===== src/rtl/pipe_fetch_unit.sv =====
// pipe_fetch_unit: IF stage with a one-entry stall buffer and redirect drop.
// Optional FETCH_PERF_EN adds stall_cnt / redir_cnt performance counters.
module pipe_fetch_unit (
  input  logic        clock,
  input  logic        reset,
  input  logic [1:0]  pcsource,
  input  logic        wpcir,
  input  logic [31:0] bpc,
  input  logic [31:0] rpc,
  input  logic [31:0] jpc,
  output logic        imem_req,
  output logic [31:0] imem_addr,
  input  logic        imem_ready,
  input  logic [31:0] imem_rdata,
  output logic [31:0] pc,
  output logic [31:0] dinst,
  output logic [31:0] dpc4,
  output logic        dvalid
`ifdef FETCH_PERF_EN
  ,
  output logic [31:0] stall_cnt,
  output logic [31:0] redir_cnt
`endif
);

  typedef enum logic [1:0] {
    S_REQ,
    S_HOLD,
    S_DROP
  } state_t;

  state_t      state;
  logic [31:0] buf_q;
  logic [31:0] tgt_q;
  logic [31:0] pc4;
  logic [31:0] target;
  logic        redir;
  logic        load;
  logic        bubble;

  // pcsource only means anything when ID actually accepts
  assign redir = wpcir & (pcsource != 2'b00);
  assign pc4   = pc + 32'd4;

  // A real instruction enters IF/ID from memory or from the stall buffer
  assign load = wpcir & ~redir &
                (((state == S_REQ) & imem_ready) |
                 (state == S_HOLD));

  // Any accepted cycle that does not carry an instruction is a bubble
  assign bubble = wpcir & ~load;

  // Pending request address is pc; in DROP pc still names the abandoned one
  assign imem_addr = pc;
  assign imem_req  = ~reset & (state != S_HOLD);

  // Select the redirect target
  always_comb begin
    target = 32'd0;
    unique case (1'b1)
      pcsource == 2'b01: target = bpc;
      pcsource == 2'b10: target = rpc;
      pcsource == 2'b11: target = jpc;
      default:           target = 32'd0;
    endcase
  end

  // Fetch FSM: pc, stall buffer, saved target and IF/ID register
  always_ff @(posedge clock or posedge reset) begin
    if (reset) begin
      state  <= S_REQ;
      pc     <= 32'd0;
      buf_q  <= 32'd0;
      tgt_q  <= 32'd0;
      dinst  <= 32'd0;
      dpc4   <= 32'd0;
      dvalid <= 1'b0;
    end else begin
      if (load) begin
        dinst  <= (state == S_HOLD) ? buf_q : imem_rdata;
        dpc4   <= pc4;
        dvalid <= 1'b1;
      end else if (bubble) begin
        dinst  <= 32'd0;
        dpc4   <= 32'd0;
        dvalid <= 1'b0;
      end
      unique case (state)
        S_REQ: begin
          if (imem_ready) begin
            if (redir) begin
              pc <= target;
            end else if (wpcir) begin
              pc <= pc4;
            end else begin
              buf_q <= imem_rdata;
              state <= S_HOLD;
            end
          end else if (redir) begin
            tgt_q <= target;
            state <= S_DROP;
          end
        end
        S_HOLD: begin
          if (redir) begin
            pc    <= target;
            state <= S_REQ;
          end else if (wpcir) begin
            pc    <= pc4;
            state <= S_REQ;
          end
        end
        S_DROP: begin
          if (imem_ready) begin
            pc    <= redir ? target : tgt_q;
            state <= S_REQ;
          end else if (redir) begin
            tgt_q <= target;
          end
        end
        default: state <= S_REQ;
      endcase
    end
  end

`ifdef FETCH_PERF_EN
  // Count bubbles loaded into IF/ID and accepted redirects
  always_ff @(posedge clock or posedge reset) begin
    if (reset) begin
      stall_cnt <= 32'd0;
      redir_cnt <= 32'd0;
    end else begin
      if (bubble) stall_cnt <= stall_cnt + 32'd1;
      if (redir)  redir_cnt <= redir_cnt + 32'd1;
    end
  end
`endif

endmodule


===== config.mk =====
export PLATFORM = sky130hd
export DESIGN_NAME = pipe_fetch_unit
export DESIGN_NICKNAME = d
export VERILOG_FILES = /design/src/rtl/pipe_fetch_unit.sv
export SDC_FILE = /design/constraint.sdc
export NUM_CORES = 1
export LEC_CHECK = 0
export CORE_MARGIN = 2
export CORE_UTILIZATION = 50
export CTS_CLUSTER_SIZE = 20
export DETAILED_ROUTE_END_ITERATION = 6
export DONT_BUFFER_PORTS = 1
export HOLD_SLACK_MARGIN = 0.12
export PLACE_DENSITY = 0.69
export SLEW_MARGIN = 10
export SYNTH_ARGS = -nofsm -noshare
export SYNTH_HDL_FRONTEND = slang
export SYNTH_SLANG_ARGS = --single-unit

===== constraint.sdc =====
create_clock -name clock -period 6.72 [get_ports clock]
set_input_delay 1.344 -clock clock [delete_from_list [all_inputs] [get_ports clock]]
set_output_delay 1.344 -clock clock [all_outputs]
set_load 0.05 [all_outputs]

# After elaboration in Yosys (flattened, before gate mapping)
# Cells that the tools add are included.
# word_totals
reg_bits	163
in_bits	134
word_cells	62
# classes
add_sub_neg	1
eq_ne	12
n_mux	21
bitwise_logic	12
n_reduce_logical	9
# ops
operator	count
$mux W32	9
$pmux W32 S3	2
$add A32 B3 Y32 const B	1
$mux W2	7
$ne A3 B3 Y1 const B	4
$and A1 B1 Y1	6
$eq A2 B2 Y1 const B	3
$pmux W2 S3	1
$not A1 Y1	5
$reduce_and A5 Y1	1
$eq A2 B1 Y1 const B	2
$ne A2 B2 Y1 const B	2
$reduce_and A4 Y1	1
$reduce_bool A2 Y1	2
$reduce_and A3 Y1	1
$reduce_bool A3 Y1	1
$logic_not A2 Y1	1
$mux W1	2
$ne A2 B1 Y1 const B	1
$reduce_and A2 Y1	1
$reduce_or A2 Y1	1
$or A1 B1 Y1	1

# Depth between registers and ports, before layout
# Gate-level depths: netlist of run 1.
# logic_depth
word_depth	9
ltp_mapped	9
mapped_depth_nobuf	6

# Worst setup path before layout of run 1
# Ideal clock, no wire load.
# synth_path
path_kind	input -> output
startpoint	input port reset
endpoint	output port imem_req
t_arrival_ns	5.458
required_ns	5.376
slack_ns	-0.082
stages	2
path_buffers	0
path_cell_list	inv_1 > and2_1
# synth_between
elab_chain_len	2
# synth_lines
item	line	text
from (decl)	5	input logic reset,
$not A1 Y1	55	assign imem_req = ~reset & (state != S_HOLD);
$and A1 B1 Y1	55	
to (decl)	11	output logic imem_req,
# Every way passes these cells.

# Worst setup path after layout of run 1
# layout_path
startpoint	register state[1]
endpoint	output port imem_req
# layout_between
elab_chain_len	2
# layout_lines
item	line	text
from (decl)	32	state_t state;
from (signal assigned)	71	state <= S_REQ;
from (signal assigned)	97	state <= S_HOLD;
from (signal assigned)	101	state <= S_DROP;
$ne A2 B1 Y1	55	
$and A1 B1 Y1	55	
# Every way passes these cells.

==> flow_summary.json, run 1 <==
{
  "slew_headroom_pct": 21.1,
  "drv_slew": 0,
  "fill_cells": 1475,
  "clk-insertion-delay-late_ps": 420,
  "drt-total-wl_um": 22200,
  "antenna_found_initial": 0,
  "grt.total_usage_pct": 24.1,
  "multi_input_area_um2": 4020,
  "antenna_cells": 0,
  "start_util_pct": 50.6,
  "wl_per_cell_um": 22.0,
  "synth-seq-area-share_pct": 47.1,
  "fin_nets": 903,
  "numCtsBuffers": 17,
  "portBuffers": 0,
  "io_pins": 264,
  "setup_violations": 0,
  "h-tree-depth": 4,
  "clk_pin_slew_worst_paths_ps": 60,
  "drtPass1Iterations": 5,
  "regArea_um2": 4080,
  "fin_util_pct": 53.5,
  "worst_slew_pin_slew_ps": 1180,
  "irDropWorstVdd_v": 0.000258,
  "yosys_warnings": 0,
  "cp_cell_sequence": "nand2b_2 > buf_4 > and2_1",
  "finalHoldViolations": 0,
  "post_cts_resized": 0,
  "syn-num-nets": 961,
  "synth_edf_count": 0,
  "ctsLongestPathBuffers": 2,
  "synth_async_sr_flop_share_pct": 100,
  "layout_setup_ws_ps": 3170,
  "crit_family": "simple AND/OR/NAND/NOR gates",
  "fin_crit_sh_pct": 52.9,
  "critPathKind": "flop to output port",
  "avgViaCountPerCell": 6.31,
  "grt_max_degree": 85,
  "dp_slack_ps": 2990,
  "postCtsSetupRepairBufs": 0,
  "cts_sinks": 163,
  "max_freq_ghz": 0.282,
  "cp.required_ps": 5380,
  "die_width_um": 136,
  "worst_setup_path_start_kind": "flop",
  "maxCapViolations": 0,
  "worst-path-max-fanout": 33,
  "synth_ff_type": "dfrtp_1",
  "dr.first_iter.drc_count": 421,
  "hold_path.class": "flop to flop",
  "drive_gt1_share_pct": 17.3,
  "dieArea_um2": 18400,
  "end_kind": "output port",
  "core_um2": 17100,
  "drc": 0,
  "rows": 48,
  "min_period_ps": 3550,
  "place.gp.congestion": 0.887,
  "first_global_vias": 6394,
  "syn_to_final_growth_pct": 5.62,
  "synthesis.area_um2": 8660,
  "ant_nets": 0,
  "cts-hold-fix-buffers": 0,
  "chipHeight_um": 136,
  "ys_ff_latch": 163,
  "cts_tree": "done",
  "fin_worst_skew_ps": 9.97,
  "synthCells": 826,
  "cts_root_buf": "clkbuf_16",
  "rsz0062_at_grt": "no",
  "grt_overflow": 0,
  "p_leak_uw": 0.00399,
  "run_status": "finished clean",
  "fin_tns_setup_ps": 0,
  "via_count": 6350,
  "cp_slowest_cell": "dfrtp_1",
  "power_per_cell_area_nw_per_um2": 385,
  "grt_pass1_wl_um": 34400,
  "yosysUniqueCellTypes": 58,
  "max_stage_delay_ps": 560,
  "syn_area_per_cell_um2": 10.5,
  "p_total_uw": 3520,
  "dp.final_hpwl_um": 15900,
  "critPathBufInv": 1,
  "arrival_ps": 2210
}
## sequential cells by signal (all words and copies together) (netlist names)
name	cells
buf_q	32
dinst	32
dvalid	1
state	2
tgt_q	32
imem_addr	32
dpc4	32
## synthesized netlist by cell type (3+ instances only)
library cell,number,area [µm²]
a211o_1,3,26.3
o2bb2ai_1,39,342
a22oi_1,17,128
mux2_2,61,687
o21a_1,3,22.5
xnor2_1,21,184
inv_1,15,56.3
o31a_1,9,78.8
buf_1,6,22.5
mux2i_1,47,470
a21oi_1,80,400
a22o_1,27,236
xor2_1,7,61.3
o22ai_1,10,62.6
buf_4,32,240
and3_1,17,106
or2_2,3,18.8
nor2b_1,3,18.8
o21ai_0,32,160
nor3_1,10,50.1
nor2_1,48,180
a31oi_1,7,43.8
a21o_1,6,45.0
buf_2,28,140
nand4_2,3,37.5
nand4_1,6,37.5
dfrtp_1,163,4080
clkbuf_1,26,97.6
o311ai_0,3,26.3
nand2_1,33,124
nand3_1,24,120
## report_power, final
part | switching, µW | internal, µW
Combinational | 385 | 269
Clock | 415 | 521
Sequential | 762 | 1170
## cell usage in the layout, fill, tap and decap left out, types with 3 or more instances in the layout
cell type   instances
mux2i_1            47
and3_1             17
a21oi_1            80
nor3_1             10
dfrtp_1           163
a31oi_1             7
buf_4              18
a21o_1              6
nand2_1            33
xnor2_1            21
clkinv_4            3
nand3_1            24
nand4_1             6
xor2_1              7
or2_2               3
o311ai_0            3
o2bb2ai_1          39
a211o_1             3
nor2_1             48
inv_6               4
a22o_1             27
o31a_1              9
o21a_1              3
clkinvlp_4          4
nand4_2             3
a22oi_1            17
mux2_2             61
o21ai_0            32
inv_1              13
o22ai_1            10
clkbuf_16          17
## layout make-up
type	instances	area share, %
Sequential cell	163	44.6
Multi-Input combinational cell	553	43.9
Clock buffer	18	4.69
Tap cell	225	3.08
Clock inverter	14	1.60
Timing Repair Buffer	18	1.48
Inverter	15	0.656
## per-stage QoR
| stage | hold WS [ps] | cells | cell area, µm² |
|---|---|---|---|
| after global placement | 482 | 974 | 8570 |
| after CTS | 505 | 1006 | 9150 |
| after floorplan | 472 | 826 | 8670 |
| final | 505 | 1006 | 9150 |
| after detailed placement | 493 | 974 | 8570 |
| after global routing | 519 | 1006 | 9150 |
## path summary, 6_finish.rpt
path,from,depth (start not counted),slack (ps),to
worst max register to register,imem_addr[3]$_DFFE_PP0P_,6,3360,imem_addr[30]$_DFFE_PP0P_
worst min-delay path,buf_q[20]$_DFFE_PP0P_,1,500,buf_q[20]$_DFFE_PP0P_
worst max-delay path,state[1]$_DFFE_PP0P_,3,3170,imem_req
min in group asynchronous,reset,2,1130,buf_q[5]$_DFFE_PP0P_
worst min register to register,buf_q[20]$_DFFE_PP0P_,1,500,buf_q[20]$_DFFE_PP0P_
max in group asynchronous,reset,3,3940,imem_addr[31]$_DFFE_PP0P_
## cell families after synthesis
kind of cell             after synthesis  share of synthesized area, %
flip-flops                           163                          47.1
buffers and inverters                110                          6.75
adder cells (fa/ha/maj)                1                         0.144
AND/OR/NAND/NOR                      169                          10.5
XOR/XNOR                              28                          2.83
multiplexers                         108                          13.4
AO/OA/AOI/OAI                        247                          19.3
## routing by layer
metal | GRT usage [%] | share of wire (%) | vias up
met2 | 42.1 | 50 | 299
li1 | - | - | 2895
met5 | 0 | 0 | -
met3 | 8.19 | 9.2 | 29
met4 | 7.35 | 1.8 | 0
met1 | 28.1 | 39 | 3127
Power figures use the tool's default switching activity.
==> run 2, diff against run 1 <==
==> constraint.sdc (replaced) <==
create_clock -name clock -period 3.45 [get_ports clock]
set_input_delay 0.69 -clock clock [delete_from_list [all_inputs] [get_ports clock]]
set_output_delay 0.69 -clock clock [all_outputs]
set_load 0.05 [all_outputs]
==> run 2 against run 1 <==
First-iteration DRC count down 17%; total power up 100%; sequential share of layout area down 1.1 points; clock-buffer cell count down 1; sequential cell count unchanged; sequential power up 58%; largest cell class unchanged; largest power group unchanged; worst setup slack worse by 2200 ps.
==> flow_summary.json, run 2 (synthesis gave the netlist of run 1 again) <==
{
  "antenna_found_initial": 0,
  "clk_pin_slew_worst_paths_ps": 70,
  "setup_violations": 0,
  "fin_worst_skew_ps": 10.6,
  "r2r_slack_ps": 960,
  "cp_common_cell": "nand3_1",
  "dieArea_um2": 18400,
  "drtPass1Iterations": 5,
  "ctsLongestPathBuffers": 2,
  "syn_to_final_growth_pct": 8.39,
  "rsz0062_at_grt": "no",
  "min_period_ps": 2490,
  "drv_slew": 0,
  "drive_gt1_share_pct": 20.2,
  "p_total_uw": 7120,
  "reg2regPathDepth": 5,
  "cp_slowest_cell": "dfrtp_1",
  "cts_sinks": 163,
  "cts_tree": "done",
  "multi_input_area_um2": 4020,
  "portBuffers": 0,
  "max_stage_delay_ps": 720,
  "holdPathStages": 1,
  "end_kind": "flop",
  "grt_max_degree": 164,
  "start_util_pct": 50.6,
  "rows": 48,
  "cts_root_buf": "clkbuf_16",
  "critPathKind": "flop to flop",
  "io_pins": 264,
  "finalHoldViolations": 0,
  "hold_path.class": "input port to flop",
  "worst_slew_pin_slew_ps": 1060,
  "p_leak_uw": 0.00415,
  "crit_family": "simple AND/OR/NAND/NOR gates",
  "dp.final_hpwl_um": 16000,
  "final_cell_mix": "dfrtp_1 (163), a21oi_1 (80), mux2_2 (61)",
  "maxCapViolations": 0,
  "first_global_vias": 6441,
  "cp.required_ps": 3790,
  "fin_crit_sh_pct": 72.1,
  "fin_nets": 931,
  "slew_headroom_pct": 29.1,
  "min_to": "state[0]$_DFFE_PP0P_",
  "run_status": "finished clean",
  "fill_cells": 1500,
  "cp_cell_sequence": "nand3_1 > nor3_1 > nand3_1 > o31a_1 > o22ai_1",
  "wl_per_cell_um": 21.9,
  "worst_setup_path_start_kind": "flop",
  "antenna_cells": 0,
  "worstReg2RegStart": "imem_addr[5]$_DFFE_PP0P_",
  "arrival_ps": 2820,
  "max_freq_ghz": 0.402,
  "regArea_um2": 4080,
  "drc": 0,
  "min_from": "wpcir",
  "irDropWorstVdd_v": 0.000406,
  "avgViaCountPerCell": 6.25,
  "worst-path-max-fanout": 7,
  "place.gp.congestion": 0.889,
  "drt-total-wl_um": 22600,
  "cts-hold-fix-buffers": 0,
  "via_count": 6455,
  "postCtsSetupRepairBufs": 0,
  "post_cts_resized": 0,
  "power_per_cell_area_nw_per_um2": 758,
  "fin_tns_setup_ps": 0,
  "die_width_um": 136,
  "clk-insertion-delay-late_ps": 420,
  "numCtsBuffers": 17,
  "r2r_end": "imem_addr[26]$_DFFE_PP0P_",
  "critPathBufInv": 0,
  "grt_pass1_wl_um": 35100,
  "h-tree-depth": 4,
  "crit_start": "imem_addr[5]$_DFFE_PP0P_",
  "ant_nets": 0,
  "grt_overflow": 0,
  "grt.total_usage_pct": 24.5,
  "core_um2": 17100,
  "chipHeight_um": 136,
  "dr.first_iter.drc_count": 350,
  "final_common_cell": "dfrtp_1"
}
run 2: per-stage QoR:
stage                     setup WS, ps  instance area, µm²  std cells  hold slack [ps]  utilization [%]
after global placement            1040                8800       1002              481             51.4
after global routing               823                9390       1033              328             54.9
after detailed placement          1010                8800       1002              489             51.4
final                              961                9390       1033              343             54.9
after CTS                          998                9390       1033              328             54.9
after floorplan                   -939                8670        826              472                -
run 2: worst max path at each step:
stage,endpoint,slack [ps],cells after the start
after floorplan,imem_req,-940,2
after global placement,imem_addr[28]$_DFFE_PP0P_,1040,5
after detailed placement,dpc4[26]$_DFFE_PP0P_,1010,5
after CTS,imem_addr[26]$_DFFE_PP0P_,1000,5
after global routing,imem_addr[25]$_DFFE_PP0P_,820,6
final,imem_addr[26]$_DFFE_PP0P_,960,5
run 2: report_power, final:
group | internal (µW) | leakage (µW) | total (µW) | switching (µW)
Combinational | 638 | 0.00182 | 2160 | 1520
Clock | 1090 | 0.000286 | 1910 | 823
Sequential | 2300 | 0.00204 | 3050 | 750
Total | 4020 | 0.00415 | 7120 | 3090
run 2: layer usage:
| metal | GRT usage, % | vias up | wire length, µm |
|---|---|---|---|
| li1 | - | 2938 | - |
| met1 | 30.8 | 3210 | 9030 |
| met2 | 39.9 | 258 | 11000 |
| met3 | 5.99 | 49 | 1690 |
| met4 | 11.7 | 0 | 854 |
| met5 | 0 | - | 0 |
run 2: layout make-up:
type	count	area share (%)
tap	225	3.00
timing repair buffer	46	3.81
clock buffer	17	4.53
inverter	15	0.640
multi-input combinational	553	42.8
clock inverter	14	1.79
sequential	163	43.4
